==> src/rtl/fifo_sched_pkg.sv <==
// fifo_sched_pkg: shared parameters and types for the FIFO bank scheduler.
//   A_W        - default FIFO pointer width (DEPTH = 2**A_W)
//   flush_st_e - flush sequencer state encoding
//   cnt_step() - occupancy update for one cycle of grants
package fifo_sched_pkg;

  localparam int unsigned A_W = 3;

  typedef enum logic [1:0] {
    StRun    = 2'd0,
    StFlWait = 2'd1,
    StFlClr  = 2'd2
  } flush_st_e;

  // Occupancy after one cycle: a simultaneous read and write cancel out.
  function automatic logic [A_W:0] cnt_step_default(input logic [A_W:0] cnt,
                                                    input logic       wr,
                                                    input logic       rd);
    logic [A_W:0] res;
    res = cnt;
    if (wr && !rd) res = cnt + (A_W + 1)'(1);
    if (rd && !wr) res = cnt - (A_W + 1)'(1);
    return res;
  endfunction

endpackage

==> src/rtl/fifo_sched_fsm.sv <==
// fifo_sched_fsm: flush sequencer RUN -> FL_WAIT -> FL_CLR -> RUN.
//   clk_i, rst_i    - clock, asynchronous active-high reset
//   en_i            - global enable; low holds the state
//   flush_req_i     - flush request, sampled in RUN
//   st_run_o        - sequencer is in RUN (grants allowed)
//   st_clr_o        - sequencer is in FL_CLR (pointers/count clear at end)
//   flush_busy_o    - registered, high in FL_WAIT and FL_CLR
//   fifo_flush_o    - registered, high only in FL_CLR
module fifo_sched_fsm
  import fifo_sched_pkg::*;
(
  input  logic clk_i,
  input  logic rst_i,
  input  logic en_i,
  input  logic flush_req_i,
  output logic st_run_o,
  output logic st_clr_o,
  output logic flush_busy_o,
  output logic fifo_flush_o
);

  flush_st_e state_q, state_d;
  logic      busy_q, busy_d;
  logic      flush_q, flush_d;

  always_comb begin
    state_d = state_q;
    if (en_i) begin
      unique case (state_q)
        StRun:    if (flush_req_i) state_d = StFlWait;
        // One idle cycle lets an outstanding rd_vld retire before the clear.
        StFlWait: state_d = StFlClr;
        StFlClr:  state_d = StRun;
        default:  state_d = StRun;
      endcase
    end
    // Outputs are decoded from the next state so they are registered.
    busy_d  = (state_d != StRun);
    flush_d = (state_d == StFlClr);
  end

  always_ff @(posedge clk_i or posedge rst_i) begin
    if (rst_i) begin
      state_q <= StRun;
      busy_q  <= 1'b0;
      flush_q <= 1'b0;
    end else begin
      state_q <= state_d;
      busy_q  <= busy_d;
      flush_q <= flush_d;
    end
  end

  assign st_run_o     = (state_q == StRun);
  assign st_clr_o     = (state_q == StFlClr);
  assign flush_busy_o = busy_q;
  assign fifo_flush_o = flush_q;

endmodule

==> src/rtl/fifo_sched.sv <==
// fifo_sched: grant scheduler for a FIFO stored in two single-port banks
// (even/odd entries). Arbitrates producer writes against consumer reads,
// tracks occupancy and sequences a flush.
//   clk, rst             - clock, asynchronous active-high reset
//   en                   - global enable; low freezes state and grants
//   wr_req / wr_gnt      - producer request / write accepted this cycle
//   rd_req / rd_gnt      - consumer request / read accepted this cycle
//   rd_vld               - bank read data valid, one cycle after rd_gnt
//   flush_req/flush_busy - discard contents / flush sequence in progress
//   full, empty, count   - occupancy
//   fifo_en/we/re/flush  - direct drive of the FIFO's control inputs
module fifo_sched
  import fifo_sched_pkg::*;
#(
  parameter int unsigned ADDR_W = A_W
) (
  input  logic            clk,
  input  logic            rst,
  input  logic            en,
  input  logic            wr_req,
  output logic            wr_gnt,
  input  logic            rd_req,
  output logic            rd_gnt,
  output logic            rd_vld,
  input  logic            flush_req,
  output logic            flush_busy,
  output logic            full,
  output logic            empty,
  output logic [ADDR_W:0] count,
  output logic            fifo_en,
  output logic            fifo_we,
  output logic            fifo_re,
  output logic            fifo_flush
);

  localparam int unsigned    DEPTH    = 1 << ADDR_W;
  localparam logic [ADDR_W:0] DepthCnt = (ADDR_W + 1)'(DEPTH);
  localparam logic [ADDR_W:0] CntOne   = (ADDR_W + 1)'(1);

  logic [ADDR_W:0] count_q, count_d;
  logic            wr_bank_q, wr_bank_d;
  logic            rd_bank_q, rd_bank_d;
  logic            rd_vld_q, rd_vld_d;
  logic            st_run, st_clr;
  logic            bank_conflict;

  fifo_sched_fsm u_fsm (
    .clk_i        (clk),
    .rst_i        (rst),
    .en_i         (en),
    .flush_req_i  (flush_req),
    .st_run_o     (st_run),
    .st_clr_o     (st_clr),
    .flush_busy_o (flush_busy),
    .fifo_flush_o (fifo_flush)
  );

  // Flags decode only registered count, so requests never reach them.
  assign empty = (count_q == '0);
  assign full  = (count_q == DepthCnt);

  // rst gating keeps grants low while reset is held, even with requests up.
  assign rd_gnt = !rst && en && st_run && rd_req && !empty && !flush_req;

  // Both ports hitting the same bank: the read wins, the write retries next
  // cycle when the read has flipped the bank parity.
  assign bank_conflict = rd_gnt && (wr_bank_q == rd_bank_q);
  assign wr_gnt = !rst && en && st_run && wr_req && !full && !flush_req && !bank_conflict;

  always_comb begin
    count_d   = count_q;
    wr_bank_d = wr_bank_q;
    rd_bank_d = rd_bank_q;
    rd_vld_d  = rd_vld_q;
    if (en) begin
      if (st_clr) begin
        count_d   = '0;
        wr_bank_d = 1'b0;
        rd_bank_d = 1'b0;
        rd_vld_d  = 1'b0;
      end else begin
        if (wr_gnt && !rd_gnt) count_d = count_q + CntOne;
        if (rd_gnt && !wr_gnt) count_d = count_q - CntOne;
        wr_bank_d = wr_bank_q ^ wr_gnt;
        rd_bank_d = rd_bank_q ^ rd_gnt;
        rd_vld_d  = rd_gnt;
      end
    end
  end

  always_ff @(posedge clk or posedge rst) begin
    if (rst) begin
      count_q   <= '0;
      wr_bank_q <= 1'b0;
      rd_bank_q <= 1'b0;
      rd_vld_q  <= 1'b0;
    end else begin
      count_q   <= count_d;
      wr_bank_q <= wr_bank_d;
      rd_bank_q <= rd_bank_d;
      rd_vld_q  <= rd_vld_d;
    end
  end

  assign count   = count_q;
  assign rd_vld  = rd_vld_q;
  assign fifo_en = en;
  assign fifo_we = wr_gnt;
  assign fifo_re = rd_gnt;

endmodule

==> config.mk <==
export PLATFORM = sky130hd
export DESIGN_NAME = fifo_sched
export DESIGN_NICKNAME = d
export VERILOG_FILES = /design/src/rtl/fifo_sched_pkg.sv /design/src/rtl/fifo_sched_fsm.sv /design/src/rtl/fifo_sched.sv
export SDC_FILE = /design/constraint.sdc
export NUM_CORES = 1
export LEC_CHECK = 0
export ABC_AREA = 1
export CAP_MARGIN = 5
export CORE_MARGIN = 3
export CORE_UTILIZATION = 49
export CTS_CLUSTER_DIAMETER = 80
export DETAILED_ROUTE_END_ITERATION = 16
export MAX_ROUTING_LAYER = met4
export PLACE_DENSITY = 0.81
export SYNTH_ARGS = -nofsm -noshare
export SYNTH_HDL_FRONTEND = slang
export SYNTH_SLANG_ARGS = --single-unit
==> constraint.sdc <==
create_clock -name clk -period 4 [get_ports clk]
set_clock_uncertainty 0.2 [all_clocks]
set_input_delay 0.8 -clock clk [delete_from_list [all_inputs] [get_ports clk]]
set_output_delay 0.8 -clock clk [all_outputs]
set_load 0.03 [all_outputs]
Word level (Yosys, flattened, before mapping)
Index checks and enable logic that the tools add are counted.
{"block": "classes", "n_addsub": 2, "n_eq_ne": 5, "n_mux": 9, "n_bitwise": 2, "n_reduce_logical": 24}
{"cell": "logical AND 1 bit", "count": 12}
{"cell": "two-way mux 4 bit", "count": 3}
{"cell": "zero test 1 bit", "count": 7}
{"cell": "adder 4 x 1 -> 4 bit (second input constant)", "count": 1}
{"cell": "== test 2 bit (second input constant)", "count": 2}
{"cell": "== test 4 bit (second input constant)", "count": 1}
{"cell": "zero test 4 bit", "count": 1}
{"cell": "two-way mux 2 bit", "count": 2}
{"cell": "one-hot mux 2 bit (2 select lines)", "count": 1}
{"cell": "subtractor 4 x 1 -> 4 bit (second input constant)", "count": 1}
{"cell": "two-way mux 1 bit", "count": 3}
{"cell": "nonzero test 3 bit", "count": 1}
{"cell": "== test 2 x 1 -> 1 bit (second input constant)", "count": 1}
{"cell": "zero test 2 bit", "count": 1}
{"cell": "AND reduction 2 bit", "count": 1}
{"cell": "nonzero test 2 bit", "count": 1}
{"cell": "XOR 1 bit", "count": 2}
{"cell": "== test 1 bit", "count": 1}
{"block": "totals", "regBits": 11, "inputBits": 6, "output_inout_bits": 14, "word_cells": 49}

Longest topological paths before layout
Gate-level depths: netlist of run 1.
{"block": "depth", "word_depth": 13, "ltp_mapped": 13, "mapped_depth_nobuf": 13}

Modules after synthesis
A second synthesis of run 1 with hierarchy kept.
{"block": "unflattened", "hier_cells": 108, "area_unflattened_um2": 765.7}
{"mod": "fifo_sched", "instances": 1, "cells_per_inst": 87, "area_each_um2": 588.1, "seq_area_each_um2": 175.2}
{"mod": "fifo_sched_fsm", "instances": 1, "cells_per_inst": 21, "area_each_um2": 177.7, "seq_area_each_um2": 100.1}

Least setup slack after synthesis of run 1
OpenSTA, ideal clock, no wires.
{"block": "synth_path", "kind": "input to output", "start": "input port rst", "end": "output port wr_gnt", "arrival_time_ps": 2031, "required_ps": 3000, "setup_slack_ps": 969, "path_stages": 8, "n_path_buf": 1, "path_cell_list": "inv_1 > nand2_1 > nor2_4 > nand3_2 > inv_1 > nand2_2 > inv_1 > buf_4"}
{"block": "synth_between", "elab_chain_cells": 9, "elab_cells_between_ends": 12, "classes_between": "reduce/logical (12)"}
{"element": "from (decl)", "line": "fifo_sched.sv:18", "source": "input logic rst,"}
{"element": "zero test 1 bit (no source line) *"}
{"element": "logical AND 1 bit * (2 in a row)", "line": "fifo_sched.sv:63, fifo_sched.sv:68"}
{"element": "logical AND 1 bit (3 in a row)", "line": "fifo_sched.sv:63", "source": "assign rd_gnt = !rst && en && st_run && rd_req && !empty && !flush_req;"}
{"element": "logical AND 1 bit", "line": "fifo_sched.sv:67", "source": "assign bank_conflict = rd_gnt && (wr_bank_q == rd_bank_q);"}
{"element": "zero test 1 bit", "line": "fifo_sched.sv:68", "source": "assign wr_gnt = !rst && en && st_run && wr_req && !full && !flush_req && !bank_conflict;"}
{"element": "logical AND 1 bit *", "line": "fifo_sched.sv:68"}
{"element": "to (decl)", "line": "fifo_sched.sv:21", "source": "output logic wr_gnt,"}
Every way passes the cells marked *; elsewhere a longest branch is shown, timed or not.

Final worst setup path of run 1
{"block": "layout_path", "start": "input port en", "end": "output port fifo_we"}
{"block": "layout_between", "elab_chain_cells": 8, "elab_cells_between_ends": 11, "classes_between": "reduce/logical (11)"}
{"element": "from (decl)", "line": "fifo_sched.sv:19", "source": "input logic en,"}
{"element": "logical AND 1 bit * (2 in a row)", "line": "fifo_sched.sv:63, fifo_sched.sv:68"}
{"element": "logical AND 1 bit (3 in a row)", "line": "fifo_sched.sv:63"}
{"element": "logical AND 1 bit", "line": "fifo_sched.sv:67"}
{"element": "zero test 1 bit", "line": "fifo_sched.sv:68"}
{"element": "logical AND 1 bit *", "line": "fifo_sched.sv:68"}
{"element": "to (decl)", "line": "fifo_sched.sv:31", "source": "output logic fifo_we,"}
Marks and branches as above.

==> summary.txt, run 1 <==
Netlist Area Pre-Place - 724 µm²
Hold Buf Count CTS - 0
Status - completed
Syn Inst Count - 99
CTS tree - done
Placed cell count - 131
Top cell type's share of synthesized area - 0.380
Fin util - 0.700
Sum Neg Setup Slack - 0 ps
Clock transition at path regs - 70 ps
Largest family of logic cells by synthesized area - simple AND/OR/NAND/NOR gates
Final WL - 1540 µm
Register bit total from synthesis - 11
Layout cells sized above 1 - 0.133
Diodes inserted - 0
RR Endpoint - count[2]
PD cells - 701 mW/mm²
Global-route wire length before repair - 2440 µm
Syn nets - 106
Synth Area in Adders - 0.0173
Worst VDD drop - 421 µV
Chip Height - 44.5 µm
Cell taking the most area after synthesis - dfrtp_1
Latest clock arrival within the worst-skew pair - 260 ps
Io pins - 20
Worst setup EP type - primary output
Pleak - 0.493 nW
Worst Tran Pin Value - 361 ps
RSZ-0062 raised after global routing - false
DRC - 0
Non-Filler Instances - 135
Post-synthesis compound-gate area fraction - 0.119
Layout Nets - 128
Avg Cell Area, Syn - 7.32 µm²
Number of setup violations in the final report - 0
Standard-cell rows - 13
Commonest non-fill, non-tap cell in the layout - inv_1
Bufs and invs on worst path - 4
CTS max path bufs - 2
CP max-delay cell - clkdlybuf4s50_1
YS warnings - 0
Startpoint types - input port
Post-synthesis simple-gate area fraction - 0.320
Total CTS buffers - 3
Slew Limit Fails - 0
Initial antenna violation count - 0
Htree depth - 1
Hold_sp - rd_vld
Detailed-placement wirelength estimate - 1280 µm
Vias in the first global route - 612
Die width - 44.5 µm
Placer congestion estimate - 0.878
Cts repair resizes - 0
Worst hold path type - register to register
Req. time, crit path - 3000 ps
1st-iter DRT viols - 11
Seq/Total Area, Yosys - 0.380
Drt wl/cell - 11.4 µm
Slowest stage delay, CP - 670 ps
Hold path cells - 2
Worst hold endpoint - rd_vld
Largest net degree at the start of global routing - 12
Vias per std cell - 4.78
Fin crit period - 3660 ps
FF-to-FF Start - count[0]
Post-CTS Setup Bufs - 0
Post-route antenna net violation count - 0
Worst path cell trace - clkdlybuf4s50_1, nand2_1, nor2_4, nand3_2, inv_1, nand2_2, inv_1, clkdlybuf4s50_1
Post-synthesis xor/xnor area fraction - 0.0121
Max Clock Freq - 273 MHz
MaxCap Viol Count - 0
Reg2Reg Setup Slack - 1770 ps
Die ar. - 0.00198 mm²
GRT overflow - 0
Yosys cell types - 22
Ranking of synthesized cells by area - dfrtp_1 (38%), inv_1 (11%), nand2_1 (10%), nor2_1 (5.7%), nand3_2 (4.1%)
Fin. Hold Viols - 0
Worst EP arrival - 2660 ps
Root buf cell - clkbuf_4
DR pass1 iterations - 4
Global-route usage over all layers - 0.173
CP max FO - 6
Relative slew slack - 0.757
Most frequent cells in the layout - inv_1 (21), nand2_1 (20), clkdlybuf4s50_1 (19)
Final Cycle Share - 0.915
Core Area - 0.00135 mm²
CP delay by family, top - buffers and inverters
Multiplexer area fraction after synthesis - 0
Layout area overhead - 30.4%
FILL cells - 109
WS Path Type - input port to primary output
Vias - 645
Port bufs - 19
Worst R2R Path Depth - 12
Starting Density - 0.537
Clock sink total - 11
[layout make-up]
| type | instances | area (µm²) | area share |
|---|---|---|---|
| well taps | 15 | 18.8 | 0.0199 |
| clock buffers | 4 | 26.3 | 0.0278 |
| multi-input cells | 62 | 339 | 0.359 |
| flip-flops and latches | 11 | 275 | 0.291 |
| inverters | 23 | 87.6 | 0.0927 |
| repair buffers | 20 | 198 | 0.209 |
[how the worst max path moves through the flow]
stage | from | end | slack [ps] | cells after the start
2_1_floorplan | rst | wr_gnt | 970 | 8
4_1_cts | en | fifo_we | 330 | 8
3_3_place_gp | en | fifo_we | 390 | 8
6_report | en | fifo_we | 340 | 8
5_1_grt | en | fifo_we | 220 | 8
3_5_place_dp | en | fifo_we | 340 | 8
[per-stage QoR]
stage	worst slack, ps	hold slack (ps)	instance area (µm²)	power, mW
after floorplan	969	318	724	0.458
after global placement	394	261	918	0.578
after detailed placement	337	286	918	0.591
after CTS	335	302	945	0.667
after global routing	225	312	945	0.708
final	341	314	945	0.662
[Yosys cell counts]
| library cell | instances |
|---|---|
| inv_1 | 21 |
| nand2_1 | 20 |
| dfrtp_1 | 11 |
| nor2_1 | 11 |
| nand3_1 | 5 |
| o21ai_1 | 4 |
| buf_4 | 3 |
| nand3_2 | 3 |
| o21ai_0 | 3 |
| a21oi_1 | 2 |
| nand2_2 | 2 |
| nand4_1 | 2 |
| nor2_4 | 2 |
| o22ai_1 | 2 |
| and2_1 | 1 |
| clkinv_2 | 1 |
| ha_1 | 1 |
| inv_2 | 1 |
| o21ai_4 | 1 |
| o22ai_2 | 1 |
| or2_2 | 1 |
| xor2_1 | 1 |
[metal layers]
metal  GRT usage  share of wire
met1       0.210           0.44
met2       0.288           0.51
met3      0.0203          0.052
met4      0.0783              0
met5           -              0
[where the power goes]
part	internal (mW)	switching, mW
sequential	0.157	0.0350
combinational	0.149	0.248
clock	0.0385	0.0346
total	0.344	0.318
[cell families after synthesis]
kind of cell,count (synthesis)
and+or+nand+nor,47
xor gates and xnor gates,1
buffers and inverters,26
DFF,11
adders and majority gates,1
AOI/OAI and AO/OA,13
[sequential cells by signal, indices dropped and copies added, names as in the netlist]
register,count
count,4
u_fsm.state_q,2
rd_bank_q,1
rd_vld,1
u_fsm.fifo_flush_o,1
u_fsm.flush_busy_o,1
wr_bank_q,1
[worst register-to-register path, stage by stage (launching register included)]
cell and delay (ps):
dfrtp_1 430, nor2_1 160, nand2_1 120, nand3_2 150
clkinv_2 130, o21ai_4 110, nand2_1 110, nand2_1 80
inv_1 60, ha_1 170, nor2_1 160, and2_1 170
o22ai_2 70
(Power assumes the default switching activity.)
==> run 2, diff against run 1 <==
CORE_UTILIZATION = 46   (was 49)
CTS_CLUSTER_SIZE = 25   (was unset)
PLACE_DENSITY = 0.77   (was 0.81)
clock period = 3.47 ns   (was 4 ns; I/O delays follow)
==> run 2 against run 1 <==
Against the previous run: sequential cell count unchanged; clock power grew 32%; largest power group unchanged; sequential share of layout area up 0.27 points; global-route usage up 1.2 points; combinational power is 14% higher.
==> summary.txt, run 2 (same netlist as run 1, synthesis figures left out) <==
Relative slew slack - 0.788
MaxCap Viol Count - 0
Layout Nets - 128
Global-route wire length before repair - 2620 µm
Hold path cells - 2
Cts repair resizes - 0
Placer congestion estimate - 0.888
1st-iter DRT viols - 6
Total CTS buffers - 3
Wl on met1 - 745 µm
Slew Limit Fails - 0
Die ar. - 0.00209 mm²
Root buf cell - clkbuf_4
Reg2Reg Setup Slack - 1300 ps
Worst setup EP type - primary output
Most frequent cells in the layout - inv_1 (21), nand2_1 (20), clkdlybuf4s50_1 (15)
Die width - 45.7 µm
CTS tree - done
CTS max path bufs - 2
Clock sink total - 11
Worst R2R Path Depth - 12
Hold_sp - rd_vld
Htree depth - 1
Commonest non-fill, non-tap cell in the layout - inv_1
Sum Neg Setup Slack - 0 ps
FILL cells - 130
Core Area - 0.00138 mm²
Vias in the first global route - 599
Vias per std cell - 4.96
Worst EP arrival - 2080 ps
FF-to-FF Start - count[0]
Final WL - 1600 µm
Starting Density - 0.524
Worst VDD drop - 425 µV
Io pins - 20
Non-Filler Instances - 135
Met3 WL - 96 µm
RR Endpoint - count[2]
Worst hold endpoint - rd_vld
Max Clock Freq - 337 MHz
Final Cycle Share - 0.856
Clock transition at path regs - 90 ps
Post-CTS Setup Bufs - 0
DRC - 0
Largest net degree at the start of global routing - 12
Layout area overhead - 29.2%
Standard-cell rows - 13
Layout cells sized above 1 - 0.175
Fin crit period - 2970 ps
Fin. Hold Viols - 0
CP max FO - 6
Status - completed
RSZ-0062 raised after global routing - false
Vias - 670
Hold Buf Count CTS - 0
Detailed-placement wirelength estimate - 1260 µm
Drt wl/cell - 11.9 µm
Highest routed layer - met4
Met2 wire len - 718 µm
Initial antenna violation count - 0
Worst hold path type - register to register
Global-route usage over all layers - 0.185
Number of setup violations in the final report - 0
Critical Path Start - en
Pleak - 0.504 nW
PD cells - 821 mW/mm²
Latest clock arrival within the worst-skew pair - 290 ps
Chip Height - 45.7 µm
Placed cell count - 131
Port bufs - 19
Diodes inserted - 0
Startpoint types - input port
Post-route antenna net violation count - 0
Max reg flops - 4
DR pass1 iterations - 4
Worst Tran Pin Value - 316 ps
Req. time, crit path - 2580 ps
WS Path Type - input port to primary output
GRT overflow - 0
[run 2: changes by cell type in the layout (fill, tap and decap cells not counted), sizes merged]
cell           change
clkbuf             -1
clkdlybuf4s50      -4
buf                +4
clkinv             +1
[run 2: where the power goes]
| group | leakage (nW) | internal (mW) | switching [mW] |
|---|---|---|---|
| Combinational | 0.344 | 0.170 | 0.283 |
| Sequential | 0.142 | 0.181 | 0.0383 |
| Clock | 0.0177 | 0.0429 | 0.0533 |
[run 2: metal layers]
metal | global-route usage | vias to the layer above
met2 | 0.270 | 21
met3 | 0.0435 | 5
met4 | 0.105 | 0
li1 | - | 347
met5 | - | -
met1 | 0.233 | 297
[run 2: how the worst max path moves through the flow]
| stage | end | slack (ps) | cells past startpoint |
|---|---|---|---|
| 2_1_floorplan | wr_gnt | 650 | 8 |
| 4_1_cts | fifo_we | 510 | 8 |
| 5_1_grt | fifo_we | 400 | 8 |
| 6_report | fifo_we | 500 | 8 |
| 3_5_place_dp | fifo_we | 510 | 8 |
| 3_3_place_gp | wr_gnt | 580 | 8 |
[run 2: critical path, stage by stage]
cell	delay (ps)
clkdlybuf4s50_1	570
nand2_1	120
nor2_4	150
nand3_2	110
inv_1	110
nand2_2	100
inv_1	80
buf_4	160
[run 2: cell type report]
class,count,area [µm²],area share
repair buffers,20,188,0.201
flip-flops and latches,11,275,0.294
clock buffers,3,22.5,0.0241
clock inverters,1,5.00,0.00535
well taps,15,18.8,0.0201
multi-input cells,62,339,0.362
inverters,23,87.6,0.0936
[run 2: metrics by stage]
stage / power, mW / worst slack [ps] / cell area, µm² / hold slack (ps) / util
finish: 0.768 / 499 / 936 / 298 / 0.677
global route: 0.829 / 400 / 936 / 308 / 0.677
CTS: 0.769 / 508 / 936 / 294 / 0.677
detailed placement: 0.674 / 513 / 908 / 276 / 0.657
global placement: 0.667 / 580 / 908 / 263 / 0.657
floorplan: 0.528 / 651 / 724 / 318 / -
==> variant 1, RTL diff (config.mk and constraints of run 2) <==
Reset style: synchronous (`rst` and `rst_i`), changed in 2 clocked blocks. Comments in the files are not updated.
--- a/src/rtl/fifo_sched_fsm.sv
+++ b/src/rtl/fifo_sched_fsm.sv
@@ -40,5 +40,5 @@
   end
 
-  always_ff @(posedge clk_i or posedge rst_i) begin
+  always_ff @(posedge clk_i) begin
     if (rst_i) begin
       state_q <= StRun;
--- a/src/rtl/fifo_sched.sv
+++ b/src/rtl/fifo_sched.sv
@@ -89,5 +89,5 @@
   end
 
-  always_ff @(posedge clk or posedge rst) begin
+  always_ff @(posedge clk) begin
     if (rst) begin
       count_q   <= '0;
Function: differs if rst is asserted again (counterexample within 4 cycles, from zero or initial values and one cycle with rst high); with rst held inactive, the same outputs for 10 cycles.
==> variant 1 against run 2 <==
- largest cell class unchanged
- synthesized area fell by 3.1%
- sequential share of layout area decreased by 6.2 points
- sequential cell count did not move
- worst setup slack worse by 0.39 ns
- routed wire length is 12% lower
- final area increased by 1.2%
Power is not compared: it rests on default switching activity, and its combinational part moved more than twofold at a synthesized area within 25%.
==> variant 1: results (changes against run 2) <==
metric;value;unit;change
ff2ff_setup_slack;1.33;ns;+0.03 ns
grt_pass1_wl;2573;um;-1.6%
vdd_drop_max;265.3;uV;
synth_ff_type;dfxtp_1;;
fillers;112;;-14%
drtIter0Drc;8;;+2
hold_path.startpoint;rd_vld;;
ys_seq_area_share;31.37;%;-6.6 points
crit_path_max_incr_delay;0.68;ns;+0.11 ns
hpwlAfterDp;1149;um;-8.8%
critPathMaxFanout;4;;-2
wire_per_inst;9.993;um;-16%
hold_ws;0.2771;ns;-0.02074 ns
clock_area_share;2.774;%;-0.17 points
synthAdderAreaFrac;1.783;%;+0.055 points
buffers;23;;+15%
ys_types;23;;+4.5%
buf_share;23.51;%;+3.5 points
synth.most_common_cell;nand2_1;;
synth_area_leaders;dfxtp_1 31%, nand2_1 10%, inv_1 9.6%;;
worstReg2RegEnd;count[2];;
place_ws;0.09322;ns;-0.4193 ns
cts_resized;0;;unchanged
design.seq.count;11;;unchanged
timing.final.ws_setup;0.1058;ns;-0.3936 ns
regArea;220.2;um2;-20%
track_usage;18.37;%;-0.17 points
maxSlewHeadroom;78.15;%;-0.69 points
layout-drive-gt1-share;17.46;%;-0.040 points
gp_congestion;0.8131;;-8.5%
insertion_delay;0.27;ns;-0.02 ns
outcome;completed;;
synthTopCellsByCount;19 x nand2_1, 18 x inv_1, 11 x dfxtp_1;;
clk_pin_slew_worst_paths;0.07;ns;-0.02 ns
r2r_start;u_fsm.state_q[1];;
whs_endpoint;rd_vld;;
worstPathArrival;2.47;ns;+0.39 ns
r2r_cells;15;;+3
nets;134;;+4.7%
synth_compound_area_share;10.70;%;-1.2 points
==> variant 1: cell types whose count changed in the layout (fill, tap and decap cells not counted), sizes merged, moves of 2 or more <==
| cell | change |
|---|---|
| dfrtp | -11 |
| dfxtp | +11 |
| a21oi | +4 |
| nand2 | +4 |
| clkdlybuf4s50 | +3 |
| o22ai | -3 |
| clkinv | -2 |
| o21ai | -2 |
==> variant 1: metrics by stage <==
stage | area [um2] | power, mW | instances
floorplan | 701.9 | 0.1646 | 102
global placement | 918.4 | 0.1842 | 137
detailed placement | 918.4 | 0.1845 | 137
CTS | 944.7 | 0.2735 | 141
global route | 947.2 | 0.2838 | 141
finish | 947.2 | 0.2676 | 141
==> variant 1: layer usage <==
layer	up-vias	GRT usage [%]	part of all wire, %
met4	0	14.62	3.1
met3	5	3.586	5.7
met5	-	-	0
met2	18	25.71	44
met1	286	22.63	47
li1	370	-	-
==> variant 1: worst max-delay path: cells and delay by family <==
kind	cells	cell delay (ns)
simple gates	6	0.48
buf+inv	4	1.30
==> variant 2, RTL diff (flow settings as in run 2) <==
Without the edit above. Change the package constant `A_W` from 3 to 4.
--- a/src/rtl/fifo_sched_pkg.sv
+++ b/src/rtl/fifo_sched_pkg.sv
@@ -5,5 +5,5 @@
 package fifo_sched_pkg;
 
-  localparam int unsigned A_W = 3;
+  localparam int unsigned A_W = 4;
 
   typedef enum logic [1:0] {
Ports: changed (resized count); port bits go from 20 to 21. The function was not compared with the original's and may differ.
==> variant 2 against run 2 <==
- register-to-register slack worse by 0.23 ns
- synthesized area up 12%
- global-route usage down 0.13 points
- routed wire length down 0.56%
- final area up 12%
- worst setup slack worse by 0.074 ns
- total power down 3.3%
- sequential cell count up 1
- critical path type unchanged
==> variant 2: results (changes against run 2) <==
metric;value;unit;change
drt-total-wl;1594;um;-0.56%
netSwitchingFraction;45.17;%;-3.6 points
synthXorXnorAreaFrac;5.385;%;+4.2 points
largest_register_ff_count;5;;+1
synthTopCellsByCount;23 x nand2_1, 16 x inv_1, 12 x dfrtp_1;;
hpwlAfterDp;1266;um;+0.48%
powerComb;0.405;mW;-11%
ff2ff_setup_slack;1.07;ns;-0.23 ns
syn_nets;114;;+7.5%
drtIter0Drc;10;;+4
ys_seq_area_share;36.92;%;-1.1 points
grt_max_degree;13;;+1
grt_pass1_vias;649;;+8.3%
post-route-period-util;87.74;%;+2.1 points
crit_path_max_incr_delay;0.65;ns;+0.08 ns
hold_ws;0.2930;ns;-0.004936 ns
gp_congestion;0.7885;;-11%
track_usage;18.40;%;-0.13 points
drt_first_pass_iters;2;;-2
p_int;0.4074;mW;+3.5%
worstReg2RegEnd;count[4];;
placed_area;1008;um2;+11%
critPathMaxFanout;8;;+2
p_leak;0.5634;nW;+12%
syn_inst;104;;+5.1%
outcome;completed;;
[variant 2: changes by cell type after synthesis, moves of 2 or more]
cell / delta
ha_1: +2
nand4_1: -2
inv_1: -5
nor2_2: +2
nand2_1: +3
nand3_1: +2
o22ai_1: -2
xor2_1: +3
[variant 2: kinds of logic (layout without fill, tap and decap cells)]
kind of cell | Yosys count | in the layout
AOI/OAI and AO/OA | 9 | 9
xor gates and xnor gates | 5 | 5
adders and majority gates | 4 | 4
buffers and inverters | 22 | 44
DFF | 12 | 12
and+or+nand+nor | 52 | 52
[variant 2: cell type report]
class,instances,area [um2]
Timing Repair Buffer,21,197.7
Tap cell,16,20.02
Fill cell,137,531.8
Inverter,19,76.32
Multi-Input combinational cell,70,414.1
Clock buffer,4,36.28
Sequential cell,12,300.3
[variant 2: metal layers]
metal	vias up	routed length (um)	GRT usage [%]
li1	359	-	-
met1	307	725	21.84
met2	14	772	29.29
met3	4	56	2.256
met4	0	40	11.29
met5	-	0	-
